$ cat src/rtl/hex_display_pkg.sv
// Seven-segment constants and nibble decode shared by the hex display mux.
package hex_display_pkg;

    localparam logic [6:0] SEG_0     = 7'h3F;
    localparam logic [6:0] SEG_1     = 7'h06;
    localparam logic [6:0] SEG_2     = 7'h5B;
    localparam logic [6:0] SEG_3     = 7'h4F;
    localparam logic [6:0] SEG_4     = 7'h66;
    localparam logic [6:0] SEG_5     = 7'h6D;
    localparam logic [6:0] SEG_6     = 7'h7D;
    localparam logic [6:0] SEG_7     = 7'h07;
    localparam logic [6:0] SEG_8     = 7'h7F;
    localparam logic [6:0] SEG_9     = 7'h67;
    localparam logic [6:0] SEG_A     = 7'h77;
    localparam logic [6:0] SEG_B     = 7'h7C;
    localparam logic [6:0] SEG_C     = 7'h39;
    localparam logic [6:0] SEG_D     = 7'h5E;
    localparam logic [6:0] SEG_E     = 7'h79;
    localparam logic [6:0] SEG_F     = 7'h71;
    localparam logic [6:0] SEG_BLANK = 7'h00;

    // Active-high segments, bit0 = a ... bit6 = g.
    function automatic logic [6:0] hex7seg(input logic [3:0] nibble);
        logic [6:0] seg;
        case (nibble)
            4'h0:    seg = SEG_0;
            4'h1:    seg = SEG_1;
            4'h2:    seg = SEG_2;
            4'h3:    seg = SEG_3;
            4'h4:    seg = SEG_4;
            4'h5:    seg = SEG_5;
            4'h6:    seg = SEG_6;
            4'h7:    seg = SEG_7;
            4'h8:    seg = SEG_8;
            4'h9:    seg = SEG_9;
            4'hA:    seg = SEG_A;
            4'hB:    seg = SEG_B;
            4'hC:    seg = SEG_C;
            4'hD:    seg = SEG_D;
            4'hE:    seg = SEG_E;
            default: seg = SEG_F;
        endcase
        return seg;
    endfunction

endpackage

$ cat src/rtl/hex7seg_enc.sv
// Combinational single-digit hex to seven-segment encoder.
module hex7seg_enc
    import hex_display_pkg::*;
(
    input  logic [3:0] nibble,
    output logic [6:0] seg_c
);

    assign seg_c = hex7seg(nibble);

endmodule

$ cat src/rtl/hex_display_mux.sv
// Multi-channel seven-segment display controller with auto/manual rotation and error blink.
// Optional leading-zero blanking is enabled by defining LZ_BLANK_EN.
module hex_display_mux
    import hex_display_pkg::*;
#(
    parameter int unsigned DIGITS       = 4,
    parameter int unsigned CHANNELS     = 4,
    parameter int unsigned DWELL_CYCLES = 50_000_000,
    parameter int unsigned BLINK_CYCLES = 25_000_000,
    localparam int unsigned CW          = (CHANNELS > 1) ? $clog2(CHANNELS) : 1,
    localparam int unsigned VW          = 4 * DIGITS,
    localparam int unsigned SW          = 7 * DIGITS
) (
    input  logic          clk,
    input  logic          rst,
    input  logic          ld_valid,
    output logic          ld_ready,
    input  logic [CW-1:0] ld_ch,
    input  logic [VW-1:0] ld_data,
    input  logic          ld_err,
    input  logic          freeze,
    input  logic          auto_mode,
    input  logic          step,
    output logic [SW-1:0] seg_out,
    output logic [CW-1:0] ch_shown
);

    localparam int unsigned DWW = $clog2(DWELL_CYCLES);
    localparam int unsigned BLW = $clog2(BLINK_CYCLES);

`ifdef LZ_BLANK_EN
    localparam logic [SW-1:0] SEG_RST = SW'(SEG_0);
`else
    localparam logic [SW-1:0] SEG_RST = {DIGITS{SEG_0}};
`endif

    logic [VW-1:0]       bank [CHANNELS];
    logic [CHANNELS-1:0] err;
    logic [CW-1:0]       sel;
    logic [DWW-1:0]      dwell_cnt;
    logic [BLW-1:0]      blink_cnt;
    logic                blink_off;
    logic                step_q;

    logic          ld_fire_c;
    logic          ld_hit_c;
    logic          dwell_tc_c;
    logic          blink_tc_c;
    logic          advance_c;
    logic [CW-1:0] sel_next_c;
    logic [VW-1:0] view_c;
    logic [6:0]    enc_c [DIGITS];
    logic [SW-1:0] seg_next_c;

    assign ld_ready   = rst & ~freeze;
    assign ld_fire_c  = ld_valid & ld_ready;
    assign ld_hit_c   = ld_fire_c && (32'(ld_ch) < CHANNELS);
    assign dwell_tc_c = (dwell_cnt == DWW'(DWELL_CYCLES - 1));
    assign blink_tc_c = (blink_cnt == BLW'(BLINK_CYCLES - 1));
    assign advance_c  = ~freeze & (auto_mode ? dwell_tc_c : (step & ~step_q));
    assign sel_next_c = (sel == CW'(CHANNELS - 1)) ? '0 : sel + CW'(1);
    assign view_c     = bank[sel];

    // Display value bank; out-of-range channels complete the handshake but write nothing.
    always_ff @(posedge clk or negedge rst) begin
        if (!rst) begin
            for (int unsigned i = 0; i < CHANNELS; i++) begin
                bank[i] <= '0;
            end
            err <= '0;
        end else if (ld_hit_c) begin
            bank[ld_ch] <= ld_data;
            err[ld_ch]  <= ld_err;
        end
    end

    // Sequencer and blink timer; dwell is held at zero in manual mode so a mode change restarts it.
    always_ff @(posedge clk or negedge rst) begin
        if (!rst) begin
            sel       <= '0;
            dwell_cnt <= '0;
            blink_cnt <= '0;
            blink_off <= 1'b0;
            step_q    <= 1'b0;
        end else begin
            step_q <= step;
            if (!auto_mode || dwell_tc_c) begin
                dwell_cnt <= '0;
            end else begin
                dwell_cnt <= dwell_cnt + DWW'(1);
            end
            if (advance_c) begin
                sel <= sel_next_c;
            end
            if (advance_c || !err[sel]) begin
                blink_cnt <= '0;
                blink_off <= 1'b0;
            end else if (blink_tc_c) begin
                blink_cnt <= '0;
                blink_off <= ~blink_off;
            end else begin
                blink_cnt <= blink_cnt + BLW'(1);
            end
        end
    end

    for (genvar g = 0; g < int'(DIGITS); g++) begin : g_enc
        hex7seg_enc u_enc (
            .nibble (view_c[4*g +: 4]),
            .seg_c  (enc_c[g])
        );
    end

    // Assemble the digit row, applying optional leading-zero blanking and the blink.
`ifdef LZ_BLANK_EN
    int unsigned msd_c;
    always_comb begin
        msd_c      = 0;
        seg_next_c = '0;
        for (int unsigned d = 0; d < DIGITS; d++) begin
            if (view_c[4*d +: 4] != 4'h0) begin
                msd_c = d;
            end
        end
        for (int unsigned d = 0; d < DIGITS; d++) begin
            seg_next_c[7*d +: 7] = (d <= msd_c) ? enc_c[d] : SEG_BLANK;
        end
        if (blink_off) begin
            seg_next_c = '0;
        end
    end
`else
    always_comb begin
        seg_next_c = '0;
        for (int unsigned d = 0; d < DIGITS; d++) begin
            seg_next_c[7*d +: 7] = enc_c[d];
        end
        if (blink_off) begin
            seg_next_c = '0;
        end
    end
`endif

    always_ff @(posedge clk or negedge rst) begin
        if (!rst) begin
            seg_out  <= SEG_RST;
            ch_shown <= '0;
        end else begin
            seg_out  <= seg_next_c;
            ch_shown <= sel;
        end
    end

endmodule

$ cat config.mk
export PLATFORM = sky130hd
export DESIGN_NAME = hex_display_mux
export DESIGN_NICKNAME = d
export VERILOG_FILES = /design/src/rtl/hex_display_pkg.sv /design/src/rtl/hex7seg_enc.sv /design/src/rtl/hex_display_mux.sv
export SDC_FILE = /design/constraint.sdc
export NUM_CORES = 1
export LEC_CHECK = 0
export BUFFER_PORTS_ARGS = -buffer_cell sky130_fd_sc_hd__clkbuf_2
export CORE_ASPECT_RATIO = 0.8
export CORE_UTILIZATION = 42
export CTS_BUF_LIST = sky130_fd_sc_hd__clkbuf_2
export DETAILED_ROUTE_END_ITERATION = 8
export HOLD_SLACK_MARGIN = 0.1
export REMOVE_ABC_BUFFERS = 1
export SETUP_SLACK_MARGIN = 0.4
export SLEW_MARGIN = 20
export SYNTH_ARGS = -nofsm -noshare
export SYNTH_HDL_FRONTEND = slang
export SYNTH_SLANG_ARGS = --single-unit
$ cat constraint.sdc
create_clock -name clk -period 2.8 [get_ports clk]
set_input_delay 0.56 -clock clk [delete_from_list [all_inputs] [get_ports clk]]
set_output_delay 0.56 -clock clk [all_outputs]
set_load 0.01 [all_outputs]
# Word level (Yosys, flattened, before mapping)
# Memories as Yosys holds them, arrays and structs flattened.
# Cells that the tools add are included.
# totals
register_bits	153
mem_bits_ro	448
input_bits	25
output_inout_bits	31
wordCells	63
mem_count	4
# classes
add_sub_neg	3
order_cmp	6
eq_ne	3
muxes	19
bitwise	9
n_reduce_logical	7
# mem_list
memory	depth	word_bits	read_ports	rd_ports_with_merged_regs	wr	line_no	source
(name not given)	16	7	1	0	0	hex_display_pkg.sv:25	case (nibble)
(name not given)	16	7	1	0	0	hex_display_pkg.sv:25	
(name not given)	16	7	1	0	0	hex_display_pkg.sv:25	
(name not given)	16	7	1	0	0	hex_display_pkg.sv:25	
# ops
op	count
64-bit bitwise mux	1
25-bit two-way mux	2
16-bit two-way mux	3
16-bit binary-select mux with 2-bit select	1
16-bit demux with 2-bit select	1
28-bit two-way mux	1
26-bit by 1-bit adder with 26-bit output, second input constant	1
26-bit == test, second input constant	1
26-bit two-way mux	1
25-bit by 1-bit adder with 25-bit output, second input constant	1
25-bit == test, second input constant	1
3-bit greater-or-equal comparator, second input constant	2
2-bit by 3-bit < comparator with 1-bit output, second input constant	2
2-bit NOT with 3-bit output	2
1-bit two-way mux	5
1-bit AND	4
4-bit bitwise mux	1
3-bit by 1-bit < comparator with 1-bit output, second input constant	1
1-bit NOT	3
2-bit by 1-bit adder with 2-bit output, second input constant	1
1-bit binary-select mux with 2-bit select	1
1-bit demux with 2-bit select	1
2-bit == test, second input constant	1
2-bit by 1-bit greater-or-equal comparator with 1-bit output, second input constant	1
5 further kinds	8

# Longest topological paths before layout
# logic_depth
depth_word	6
mapped_depth	9
mapped_depth_nobuf	7

# Cells and area by module
# From an unflattened synthesis, not the netlist that was laid out.
# unflattened
cells_unflattened	679
area_unflattened_um2	7905.1
# modules_own_cells
mod	instances	cells_each	area_per_inst_um2	seq_area_each_um2
hex_display_mux	1	518	6769.0	3858.7
hex7seg_enc at g_enc[2].u_enc ...	2	40	277.8	0.0
hex7seg_enc at g_enc[0].u_enc	1	40	305.3	0.0
hex7seg_enc at g_enc[1].u_enc	1	41	275.3	0.0

# Worst setup path before layout
# Ideal clock, no wire load.
# synth_path
path_kind	flip-flop to flip-flop
startpoint	register sel[0]
endpoint	register seg_out[24]
setup_time_ns	0.074
arrival_time_ns	2.134
required_time_ns	2.726
slack_ns	0.593
stages_incl_launch_ff	9
n_path_buf	2
period_less_slack_ns	2.207
path_cell_list	dfrtp_1 -> buf_6 -> buf_6 -> mux4_2 -> inv_1 -> ha_1 -> mux2i_1 -> or2_2 -> a21oi_1
# synth_via
elab_chain_len	6
# synth_lines
element	line_no	source
start: declaration	hex_display_mux.sv:39	logic [CW-1:0] sel;
start signal: assignment	hex_display_mux.sv:93	sel <= sel_next_c;
2-bit NOT with 3-bit output (not written as such)	hex_display_mux.sv:62	assign view_c = bank[sel];
16-bit binary-select mux with 2-bit select	hex_display_mux.sv:62	
16-bit two-way mux (not written as such) (2 in series)	hex_display_mux.sv:62	
memory 16 x 7 bit	n/a	
28-bit two-way mux	hex_display_mux.sv:138	if (blink_off) begin
via seg_next_c[24]	hex_display_mux.sv:53	logic [SW-1:0] seg_next_c;
end signal: assignment	hex_display_mux.sv:149	seg_out <= seg_next_c;
end: declaration	hex_display_mux.sv:24	output logic [SW-1:0] seg_out,
# The timed path passes the listed nets, and every way through them passes these cells. The select of a mux whose other input is x is not followed.
# A chain may end at the register's enable or synchronous reset.

# Final worst setup path
# Same ends and word-level chain as after synthesis.

==> impl_metrics.toml <==
[global_routing]
grt_pass1_vias = 5077
antenna_found_initial = 1
grt_start_max_net_pins = 154
globalRouteMet3Util = 0.0382
grtUsageMet2 = 0.277
grt_use_met1 = 0.236
overflow = 0
busiest_layer = "met2"
grt_pass1_wl_um = 24800
globalRouteTotalUtil = 0.174

[power_and_ir_drop]
seqPwrFrac = 0.397
switching_share = 0.365
pwr-share-comb = 0.436
internal_power_uw = 4820
p_leak_uw = 0.00371
clkPwrFrac = 0.166
p_sw_uw = 2770
p_per_area_nw_per_um2 = 891
ir_drop_uv = 281

[clocking]
clockBufferDepth = 2
cts_buffers = 17
cts_tree = "yes"
h-tree-depth = 4
clk_pin_slew_worst_paths_ps = 220
clock-sinks = 153
worstSkewPairLatency_ps = 710
root_buffer = "clkbuf_2"

[synth]
synth.avg_cell_area_um2 = 12.0
yosys-top-cells-area = "dfrtp_1 (43%), mux2_2 (11%), dfstp_2 (8.4%)"
yosysWarnings = 0
synth_cells = 630
netlist_top_cells_count = "dfrtp_1 (129), nor2_1 (76), mux2_2 (74)"
ys.flop_type = "dfrtp_1"
yosys.cell_types.count = 52
yosysTopAreaCellShare = 0.429
ys_seq_area_frac = 0.512
synth-edff-count = 0
synth_top_cell_by_area = "dfrtp_1"
synth-seq-cells = 153
synthArstFlopShare = 1.00
syn_area_um2 = 7530
yosysMostFrequentCell = "dfrtp_1"

[worst_setup_path]
path_cells = "buf_4 > mux4_2 > inv_1 > ha_1 > mux2i_1 > or2_2 > a21oi_1"
cpPeakStageDelay_ps = 560
crit_slowest_cell = "mux4_2"
startpoint_type = "register"
critPathKind = "reg2reg"
crit_fanout = 5
path_buf_inv = 2
worst-path-stages = 7
cp-end-kind = "register"
worstRegToRegCells = 7
path_delay_family = "multiplexers"
critical_path_required_ps = 3440
cp_data_arrival_time_ps = 2870
reg2reg_setup_slack_ps = 570

[route]
ant_nets = 0
viasPerCell = 5.27
drc = 0
wl_per_cell_um = 15.6
firstDrtPassIters = 7
drt-total-wl_um = 14800
drt_iter0_markers = 301
vias = 5024

[finish]
fillers = 1580
fin_nets = 762
final_util = 0.488
drive_above_1_share = 0.319
syn2layout_area_growth_pct = 13.0

[hold_path]
min_path_cells = 3
hold_class = "in2reg"

[place]
io_buffer_count = 55
gp_congestion = 0.785
dp.final_hpwl_um = 9890

[die]
core-area_um2 = 17400
dieWidth_um = 152
initial_core_util = 0.432
fp-row-count = 43
dieArea_um2 = 18500
die_h_um = 122
io_pins = 56

[timing]
final.min_clock_period_ps = 2230
period_share = 0.798
relSlewSlack = 0.452
fmax_mhz = 448
clock_skew_ps = 21.8
tightest_slew_ps = 821
hold_viol = 0
finalSetupTns_ps = 0
report.final.slew_viol_count = 0
setup_viol = 0
rsz0062_at_grt = "false"

[job]
cap_violations = 0

[run_status]
outcome = "finished clean"
==> per-layer routing <==
layer  routed length [um]  part of all wire
met5                    0                 0
met4                  201             0.014
met3                  453             0.031
met2                 7020              0.47
met1                 7160              0.48
==> flip-flops by register name, indices dropped and copies added (netlist names), 2 cells and up <==
name and cells:
bank 64, blink_cnt 25, ch_shown 2, dwell_cnt 26, err 4, seg_out 28
sel 2
==> cells by family after synthesis <==
family / synth area share
mux: 0.175
fa+ha+maj: 0.0382
compound gates: 0.0540
flops: 0.512
xor+xnor: 0.0500
simple gates: 0.139
buf+inv: 0.0311
==> worst paths after layout <==
path	from	endpoint
max	sel[0]	seg_out[24]
min	freeze	sel[1]
max reg2reg	sel[0]	seg_out[24]
min reg2reg	dwell_cnt[0]	dwell_cnt[0]
max in group asynchronous	rst	blink_off
min in group asynchronous	rst	seg_out[27]
==> power groups by stage <==
stage | sequential, uW | clock [uW] | combinational [uW]
global route | 3080 | 1420 | 3710
CTS | 3040 | 1310 | 3280
detailed placement | 3080 | 0 | 3250
global placement | 3060 | 0 | 3150
floorplan | 3180 | 0 | 2250
finish | 3010 | 1260 | 3310
==> layout make-up <==
class | count | area, um^2 | share of cell area
inverter | 19 | 71.3 | 0.00838
clock buffer | 17 | 85.1 | 0.0100
tap | 225 | 282 | 0.0331
sequential | 153 | 3860 | 0.454
multi-input combinational | 432 | 3440 | 0.404
timing repair buffer | 91 | 614 | 0.0722
clock inverter | 15 | 158 | 0.0185
antenna | 1 | 2.50 | 0.000294
==> worst register-to-register path, delay by kind of cell (launching register included) <==
family / cells / cell delay, ps
muxes: 2 / 700
adders and majority gates: 1 / 290
AOI/OAI and AO/OA: 1 / 140
and+or+nand+nor: 1 / 280
DFF: 1 / 450
buffers and inverters: 2 / 280
==> metrics by stage <==
step                      total power (uW)  instances  hold WS [ps]  cell area [um^2]  setup slack (ps)
after floorplan                       5430        604           264              7370               245
after global placement                6210        897           474              8040               460
after detailed placement              6330        897           479              8040               405
after CTS                             7630        948           102              8470               446
after global routing                  8210        953           261              8510               429
final                                 7580        953           338              8510               567
==> timing repair <==
action | in CTS | in global routing
buffers inserted | 0 | 3
setup endpoints to repair | 8 | 19
gates resized for setup | 1 | 2
endpoints found under the hold margin | 191 | 3
gates cloned | 0 | 0
hold buffers | 19 | 1
==> cell usage in the layout (no fill, tap or decap), types with 20 or more instances in the layout <==
cell type	netlist	layout
dfrtp_1	129	126
nor2_1	76	76
mux2_2	74	74
clkbuf_2	0	71
nand2_1	31	31
a21oi_1	25	25
xor2_1	24	24
dfstp_2	24	24
ha_1	23	23
nand3_1	22	22
dlygate4sd3_1	0	20
(Power assumes the default switching activity.)
